===== config.mk =====
export PLATFORM = sky130hd
export DESIGN_NAME = alu_exec
export DESIGN_NICKNAME = d
export VERILOG_FILES = /design/src/rtl/alu_exec.sv
export SDC_FILE = /design/constraint.sdc
export NUM_CORES = 2
export LEC_CHECK = 0
export CAP_MARGIN = 40
export CORE_MARGIN = 1
export CORE_UTILIZATION = 30
export CTS_CLUSTER_SIZE = 30
export DETAILED_ROUTE_END_ITERATION = 6
export PLACE_DENSITY = 0.48
export REMOVE_ABC_BUFFERS = 1
export SYNTH_ARGS = -nofsm -noshare
export SYNTH_HDL_FRONTEND = slang
export SYNTH_SLANG_ARGS = --single-unit

===== constraint.sdc =====
create_clock -name clk -period 3.75 [get_ports clk]
set_input_delay 0.5625 -clock clk [delete_from_list [all_inputs] [get_ports clk]]
set_output_delay 0.5625 -clock clk [all_outputs]
set_load 0.02 [all_outputs]

===== src/rtl/alu_exec.sv =====
// alu_exec: integer execution unit fed by the reservation-station issue port.
// Two-stage pipeline: stage 1 captures the issued op, stage 2 computes and
// drives the ALU common data bus (CDB) plus branch/jump resolution.
// Ports:
//   clk, rst (sync, active-high), rdy (global enable, low = hold all state)
//   in_rs_*      issued op, operands, immediate, destination tag, PC
//   in_rob_xbp   misbranch flush from the ROB, squashes all in-flight work
//   out_cdb_*    result tag (0 = idle), value, jump taken, redirect target
//   out_busy     stage 1 or stage 2 holds a valid op
module alu_exec #(
    parameter int ROB_POS_W = 4,
    parameter int OP_W      = 6,
    parameter int XLEN      = 32
) (
    input  logic                 clk,
    input  logic                 rst,
    input  logic                 rdy,
    input  logic [OP_W-1:0]      in_rs_op,
    input  logic [XLEN-1:0]      in_rs_value1,
    input  logic [XLEN-1:0]      in_rs_value2,
    input  logic [XLEN-1:0]      in_rs_imm,
    input  logic [ROB_POS_W-1:0] in_rs_rob_pos,
    input  logic [XLEN-1:0]      in_rs_pc,
    input  logic                 in_rob_xbp,
    output logic [ROB_POS_W-1:0] out_cdb_pos,
    output logic [XLEN-1:0]      out_cdb_value,
    output logic                 out_cdb_jump,
    output logic [XLEN-1:0]      out_cdb_target,
    output logic                 out_busy
);

    // OPENUM encoding shared with the decoder / reservation station.
    localparam logic [OP_W-1:0] OP_NOP   = OP_W'(0);
    localparam logic [OP_W-1:0] OP_LUI   = OP_W'(1);
    localparam logic [OP_W-1:0] OP_AUIPC = OP_W'(2);
    localparam logic [OP_W-1:0] OP_JAL   = OP_W'(3);
    localparam logic [OP_W-1:0] OP_JALR  = OP_W'(4);
    localparam logic [OP_W-1:0] OP_BEQ   = OP_W'(5);
    localparam logic [OP_W-1:0] OP_BNE   = OP_W'(6);
    localparam logic [OP_W-1:0] OP_BLT   = OP_W'(7);
    localparam logic [OP_W-1:0] OP_BGE   = OP_W'(8);
    localparam logic [OP_W-1:0] OP_BLTU  = OP_W'(9);
    localparam logic [OP_W-1:0] OP_BGEU  = OP_W'(10);
    localparam logic [OP_W-1:0] OP_ADDI  = OP_W'(11);
    localparam logic [OP_W-1:0] OP_SLTI  = OP_W'(12);
    localparam logic [OP_W-1:0] OP_SLTIU = OP_W'(13);
    localparam logic [OP_W-1:0] OP_XORI  = OP_W'(14);
    localparam logic [OP_W-1:0] OP_ORI   = OP_W'(15);
    localparam logic [OP_W-1:0] OP_ANDI  = OP_W'(16);
    localparam logic [OP_W-1:0] OP_SLLI  = OP_W'(17);
    localparam logic [OP_W-1:0] OP_SRLI  = OP_W'(18);
    localparam logic [OP_W-1:0] OP_SRAI  = OP_W'(19);
    localparam logic [OP_W-1:0] OP_ADD   = OP_W'(20);
    localparam logic [OP_W-1:0] OP_SUB   = OP_W'(21);
    localparam logic [OP_W-1:0] OP_SLL   = OP_W'(22);
    localparam logic [OP_W-1:0] OP_SLT   = OP_W'(23);
    localparam logic [OP_W-1:0] OP_SLTU  = OP_W'(24);
    localparam logic [OP_W-1:0] OP_XOR   = OP_W'(25);
    localparam logic [OP_W-1:0] OP_SRL   = OP_W'(26);
    localparam logic [OP_W-1:0] OP_SRA   = OP_W'(27);
    localparam logic [OP_W-1:0] OP_OR    = OP_W'(28);
    localparam logic [OP_W-1:0] OP_AND   = OP_W'(29);

    // Shared ALU. Function codes follow the R-type op order so that
    // (op - OP_ADD) selects the function directly for register ops.
    function automatic logic [XLEN-1:0] alu_f(input logic [3:0] fn,
                                              input logic [XLEN-1:0] a,
                                              input logic [XLEN-1:0] b);
        logic [4:0] shamt;
        shamt = b[4:0];
        case (fn)
            4'd0:    alu_f = a + b;
            4'd1:    alu_f = a - b;
            4'd2:    alu_f = a << shamt;
            4'd3:    alu_f = XLEN'($signed(a) < $signed(b));
            4'd4:    alu_f = XLEN'(a < b);
            4'd5:    alu_f = a ^ b;
            4'd6:    alu_f = a >> shamt;
            4'd7:    alu_f = $unsigned($signed(a) >>> shamt);
            4'd8:    alu_f = a | b;
            4'd9:    alu_f = a & b;
            default: alu_f = {XLEN{1'b0}};
        endcase
    endfunction

    logic                 s1_valid_q, s1_valid_d;
    logic [OP_W-1:0]      s1_op_q, s1_op_d;
    logic [XLEN-1:0]      s1_v1_q, s1_v1_d;
    logic [XLEN-1:0]      s1_v2_q, s1_v2_d;
    logic [XLEN-1:0]      s1_imm_q, s1_imm_d;
    logic [ROB_POS_W-1:0] s1_pos_q, s1_pos_d;
    logic [XLEN-1:0]      s1_pc_q, s1_pc_d;

    logic [ROB_POS_W-1:0] cdb_pos_q, cdb_pos_d;
    logic [XLEN-1:0]      cdb_value_q, cdb_value_d;
    logic                 cdb_jump_q, cdb_jump_d;
    logic [XLEN-1:0]      cdb_target_q, cdb_target_d;

    logic [XLEN-1:0]      res_value_s;
    logic                 res_jump_s;
    logic [XLEN-1:0]      res_target_s;
    logic                 in_valid_s;

    assign in_valid_s = (in_rs_op != OP_NOP) && (in_rs_rob_pos != ROB_POS_W'(0));

    // Compute result of the op held in stage 1.
    always_comb begin
        res_value_s  = {XLEN{1'b0}};
        res_jump_s   = 1'b0;
        res_target_s = s1_pc_q + s1_imm_q;
        case (s1_op_q)
            OP_LUI:   res_value_s = s1_imm_q;
            OP_AUIPC: res_value_s = s1_pc_q + s1_imm_q;
            OP_JAL: begin
                res_value_s = s1_pc_q + XLEN'(4);
                res_jump_s  = 1'b1;
            end
            OP_JALR: begin
                res_value_s  = s1_pc_q + XLEN'(4);
                res_target_s = (s1_v1_q + s1_imm_q) & ~XLEN'(1);
                res_jump_s   = 1'b1;
            end
            OP_BEQ:   res_jump_s = (s1_v1_q == s1_v2_q);
            OP_BNE:   res_jump_s = (s1_v1_q != s1_v2_q);
            OP_BLT:   res_jump_s = ($signed(s1_v1_q) < $signed(s1_v2_q));
            OP_BGE:   res_jump_s = ($signed(s1_v1_q) >= $signed(s1_v2_q));
            OP_BLTU:  res_jump_s = (s1_v1_q < s1_v2_q);
            OP_BGEU:  res_jump_s = (s1_v1_q >= s1_v2_q);
            OP_ADDI:  res_value_s = alu_f(4'd0, s1_v1_q, s1_imm_q);
            OP_SLTI:  res_value_s = alu_f(4'd3, s1_v1_q, s1_imm_q);
            OP_SLTIU: res_value_s = alu_f(4'd4, s1_v1_q, s1_imm_q);
            OP_XORI:  res_value_s = alu_f(4'd5, s1_v1_q, s1_imm_q);
            OP_ORI:   res_value_s = alu_f(4'd8, s1_v1_q, s1_imm_q);
            OP_ANDI:  res_value_s = alu_f(4'd9, s1_v1_q, s1_imm_q);
            OP_SLLI:  res_value_s = alu_f(4'd2, s1_v1_q, s1_imm_q);
            OP_SRLI:  res_value_s = alu_f(4'd6, s1_v1_q, s1_imm_q);
            OP_SRAI:  res_value_s = alu_f(4'd7, s1_v1_q, s1_imm_q);
            OP_ADD, OP_SUB, OP_SLL, OP_SLT, OP_SLTU,
            OP_XOR, OP_SRL, OP_SRA, OP_OR, OP_AND:
                res_value_s = alu_f(4'(s1_op_q - OP_ADD), s1_v1_q, s1_v2_q);
            // Unexpected ops still broadcast their tag with a zero result.
            default: res_value_s = {XLEN{1'b0}};
        endcase
    end

    // Next-state for both pipeline stages; everything holds while rdy is low.
    always_comb begin
        s1_valid_d   = s1_valid_q;
        s1_op_d      = s1_op_q;
        s1_v1_d      = s1_v1_q;
        s1_v2_d      = s1_v2_q;
        s1_imm_d     = s1_imm_q;
        s1_pos_d     = s1_pos_q;
        s1_pc_d      = s1_pc_q;
        cdb_pos_d    = cdb_pos_q;
        cdb_value_d  = cdb_value_q;
        cdb_jump_d   = cdb_jump_q;
        cdb_target_d = cdb_target_q;
        if (!rdy) begin
            s1_valid_d = s1_valid_q;
        end else if (in_rob_xbp) begin
            // Flush squashes stage 1 and this cycle's issue; value/target hold.
            s1_valid_d = 1'b0;
            cdb_pos_d  = ROB_POS_W'(0);
            cdb_jump_d = 1'b0;
        end else begin
            s1_valid_d = in_valid_s;
            if (in_valid_s) begin
                s1_op_d  = in_rs_op;
                s1_v1_d  = in_rs_value1;
                s1_v2_d  = in_rs_value2;
                s1_imm_d = in_rs_imm;
                s1_pos_d = in_rs_rob_pos;
                s1_pc_d  = in_rs_pc;
            end else begin
                s1_op_d = s1_op_q;
            end
            if (s1_valid_q) begin
                cdb_pos_d    = s1_pos_q;
                cdb_value_d  = res_value_s;
                cdb_jump_d   = res_jump_s;
                cdb_target_d = res_target_s;
            end else begin
                cdb_pos_d  = ROB_POS_W'(0);
                cdb_jump_d = 1'b0;
            end
        end
    end

    // Pipeline registers with synchronous reset dominating rdy and flush.
    always_ff @(posedge clk) begin
        if (rst) begin
            s1_valid_q   <= 1'b0;
            s1_op_q      <= OP_NOP;
            s1_v1_q      <= {XLEN{1'b0}};
            s1_v2_q      <= {XLEN{1'b0}};
            s1_imm_q     <= {XLEN{1'b0}};
            s1_pos_q     <= ROB_POS_W'(0);
            s1_pc_q      <= {XLEN{1'b0}};
            cdb_pos_q    <= ROB_POS_W'(0);
            cdb_value_q  <= {XLEN{1'b0}};
            cdb_jump_q   <= 1'b0;
            cdb_target_q <= {XLEN{1'b0}};
        end else begin
            s1_valid_q   <= s1_valid_d;
            s1_op_q      <= s1_op_d;
            s1_v1_q      <= s1_v1_d;
            s1_v2_q      <= s1_v2_d;
            s1_imm_q     <= s1_imm_d;
            s1_pos_q     <= s1_pos_d;
            s1_pc_q      <= s1_pc_d;
            cdb_pos_q    <= cdb_pos_d;
            cdb_value_q  <= cdb_value_d;
            cdb_jump_q   <= cdb_jump_d;
            cdb_target_q <= cdb_target_d;
        end
    end

    assign out_cdb_pos    = cdb_pos_q;
    assign out_cdb_value  = cdb_value_q;
    assign out_cdb_jump   = cdb_jump_q;
    assign out_cdb_target = cdb_target_q;
    assign out_busy       = s1_valid_q | (cdb_pos_q != ROB_POS_W'(0));

endmodule

==> reports/results.ini <==
[status]
status = finished with violations
violations = design-rule violations

[floorplan]
core_region_area_um2 = 88650
die_area_um2 = 90860
io_pins = 212
start_util_pct = 30.34
fp.dieW_um = 301.4
num_rows = 109
die_h_um = 301.4

[logic_synthesis]
synth_top_area_share_pct = 15.48
yosys-top-cells-area = dfxtp_1 (15%), ha_1 (11%), a21oi_1 (8.3%)
synth_fa_ha_area_share_pct = 10.90
syn_area_per_cell_um2 = 7.034
synth.area.mux_share_pct = 10.94
synth_compound_area_share_pct = 30.88
syn_area_um2 = 26900
yosysTopAreaCell = dfxtp_1
ys_seq_area_share_pct = 15.48
async_reset_ff_share_pct = 0
yosysWarnings = 0
synth_xor_area_share_pct = 3.191
synth_flop_cell = dfxtp_1
synth_edf_count = 0
synth_seq_cells = 208
synth_simple_gate_area_share_pct = 21.23
syn-instance-count = 3824
synth_cell_type_count = 103
synth_top_family_by_area = compound AO/OA/AOI/OAI gates

[finish]
layout.cells.non_filler = 5355
area_growth_pct = 25.95
drive_gt1_share_pct = 15.64
final_nets = 4539

[global_route]
antenna_found_initial = 7
grt_max_degree = 140
grt.total_usage_pct = 33.45
grt_pass1_vias = 30300
grt_pass1_wl_um = 222500
grt_overflow = 0

[setup_path]
crit_path_top_delay_cell = a22oi_1
cp-end-kind = register
worstSetupStartpoint = s1_imm_q[1]
path_delay_family = compound AO/OA/AOI/OAI gates
cp_slowest_stage_delay_ps = 430
path_max_fanout = 45
path_class = reg2reg
path_buf_inv = 2
r2r_start = s1_imm_q[1]
critical_path_required_ps = 4200
startpoint_type = register
path_cells = buf_12 -> mux2i_2 -> nor2_1 -> a31oi_2 -> o32ai_1 -> a22oi_1 -> o22ai_1 -> a311oi_1 -> buf_4 -> o21ai_0 -> a211oi_2 -> a221oi_1
cp.arrival_ps = 4150

[sta]
tightest_slew_ps = 1102
fin_setup_tns_ps = 0
setup_viol = 0
fin_crit_sh_pct = 98.73
drv_slew = 0
slew_headroom_pct = 25.98
max_freq_mhz = 270.1
clock_skew_ps = 22.21
finalCriticalPeriod_ps = 3702
hold_viol = 0

[route]
ant_nets = 0
routedLengthMet1_um = 69630
dr.pass1.iters = 7
wl_per_cell_um = 29.20
route.detailed.drc = 29
wl_met3_um = 14490
vias = 32060
met2_length_um = 64720
via_per_inst = 5.987
drt-initial-drc-count = 3878
wirelength_um = 156400
top_layer_used = met5

[pwr]
swShare_pct = 38.28
intPower_uw = 5156
power.density_nw_per_um2 = 246.6
p_sw_uw = 3198
power.share.clock_pct = 34.1
leakage_uw = 0.01281
peakVddDrop_uv = 353.7
power_frac_seq_pct = 28.5
combinationalPowerShare_pct = 37.4

[job]
max_cap_viol_count = 0

[clock_network]
clk_latency_ps = 610
cts_buffers = 28
cts_tree = done
cts-root-buf = clkbuf_16
clk_path_buf_depth = 3
cts_max_level = 1
clk_pin_slew_worst_paths_ps = 70
ctsHoldBuffers = 0
cts.sinks = 208

[worst_hold_path]
hp-start = rst
min_path_type = in2reg

[placed_design]
placed_cells = 5299
dp_hpwl_um = 121900
globalplace.congestion = 1.056
port_buffers = 211

==> what timing repair did <==
item / CTS / global route
buffers inserted: 0 / 1
pin swaps: 0 / 7
gates resized for setup: 3 / 31
hold endpoints to repair: 0 / 0
setup endpoints to repair: 3 / 19
cloned: 0 / 0
==> worst register-to-register path, cell delays in order (launching register included) <==
cell and delay [ps]:
dfxtp_4 420, buf_12 260, mux2i_2 460, nor2_1 100, a31oi_2 260, o32ai_1 180, a22oi_1 430, o22ai_1 150
a311oi_1 420, buf_4 220, o21ai_0 100, a211oi_2 410, a221oi_1 140
==> layout make-up <==
| cell class | instances | area, um2 |
|---|---|---|
| flip-flops and latches | 208 | 4185 |
| clock buffers | 40 | 838.3 |
| inverters | 164 | 619.3 |
| repair buffers | 632 | 5689 |
| well taps | 1165 | 1458 |
| diodes | 3 | 7.507 |
| fillers | 9554 | 54770 |
| clock inverters | 12 | 122.6 |
| multi-input cells | 3131 | 20960 |
==> routing by layer <==
metal / vias to the layer above / global-route usage [%]
li1: 14630 / -
met1: 15550 / 46.89
met2: 1644 / 49.00
met3: 235 / 7.031
met4: 2 / 14.16
met5: - / 0
==> cells in the final DEF, fill, tap and decap left out, types with 29 or more instances in the layout <==
cell             synthesis  final
nand2_1                589    589
a21oi_1                444    441
buf_4                    9    388
nor2_1                 383    378
ha_1                   228    226
o21ai_0                213    212
clkdlybuf4s50_1          0    210
dfxtp_1                208    199
inv_1                  154    154
mux2i_1                100     99
xnor2_1                 72     72
mux4_2                  71     71
a221oi_1                72     71
nand3_1                 68     68
o211ai_1                67     67
nor3_1                  69     66
a211oi_1                65     60
a21o_1                  43     43
a31oi_1                 45     41
buf_12                   0     31
a22oi_1                 31     30
clkbuf_16                0     30
o22ai_1                 29     29
==> cells by family (layout without fill, tap and decap cells) <==
kind of cell | count (synthesis) | in the layout
simple gates | 1313 | 1313
xor+xnor | 98 | 98
other cells | 0 | 3
flops | 208 | 208
fa+ha+maj | 232 | 232
mux | 200 | 200
compound gates | 1288 | 1288
buf+inv | 485 | 848
==> synth_stat cells (31+ instances only) <==
| library cell | n |
|---|---|
| nand2_1 | 589 |
| a21o_1 | 43 |
| nand3_1 | 68 |
| nor3_1 | 69 |
| ha_1 | 228 |
| a31oi_1 | 45 |
| o211ai_1 | 67 |
| buf_2 | 63 |
| dfxtp_1 | 208 |
| mux4_2 | 71 |
| o21ai_0 | 213 |
| inv_1 | 154 |
| xnor2_1 | 72 |
| a21oi_1 | 444 |
| a211oi_1 | 65 |
| nor2_1 | 383 |
| mux2i_1 | 100 |
| clkbuf_1 | 222 |
| a221oi_1 | 72 |
| a22oi_1 | 31 |
==> flip-flops by register name (all words and copies together) (netlist names) <==
| signal | count |
|---|---|
| s1_v2_q | 32 |
| s1_pc_q | 32 |
| s1_imm_q | 32 |
| s1_pos_q | 4 |
| out_cdb_pos | 4 |
| s1_op_q | 6 |
| out_cdb_jump | 1 |
| out_cdb_value | 32 |
| out_cdb_target | 32 |
| s1_valid_q | 1 |
| s1_v1_q | 32 |
==> stage by stage <==
| step | setup WS (ps) | cell area [um2] | utilization, % | power (uW) | hold slack [ps] |
|---|---|---|---|---|---|
| global placement | -244.9 | 32710 | 36.90 | 5454 | 446.2 |
| CTS | 6.831 | 33710 | 38.02 | 8337 | 266.1 |
| finish | 47.76 | 33880 | 38.22 | 8354 | 296.9 |
| floorplan | -7540 | 25530 | - | 3984 | 430.7 |
| global route | -4.348 | 33870 | 38.21 | 8705 | 296.4 |
| detailed placement | -223.0 | 32740 | 36.93 | 5431 | 454.7 |
==> final timing paths <==
path / to / slack [ps] / depth (start not counted)
max reg2reg: out_cdb_value[21] / 50 / 12
min reg2reg: out_cdb_target[12] / 460 / 2
max: out_cdb_value[21] / 50 / 12
min: s1_pc_q[23] / 300 / 2
==> power by group through the flow <==
stage | Combinational, uW | Clock (uW) | Sequential [uW]
after detailed placement | 3000 | 0 | 2430
after global placement | 3030 | 0 | 2430
after global routing | 3310 | 3000 | 2390
after CTS | 3020 | 2940 | 2380
final | 3120 | 2850 | 2380
after floorplan | 1450 | 0 | 2540
Power figures use the tool's default switching activity.
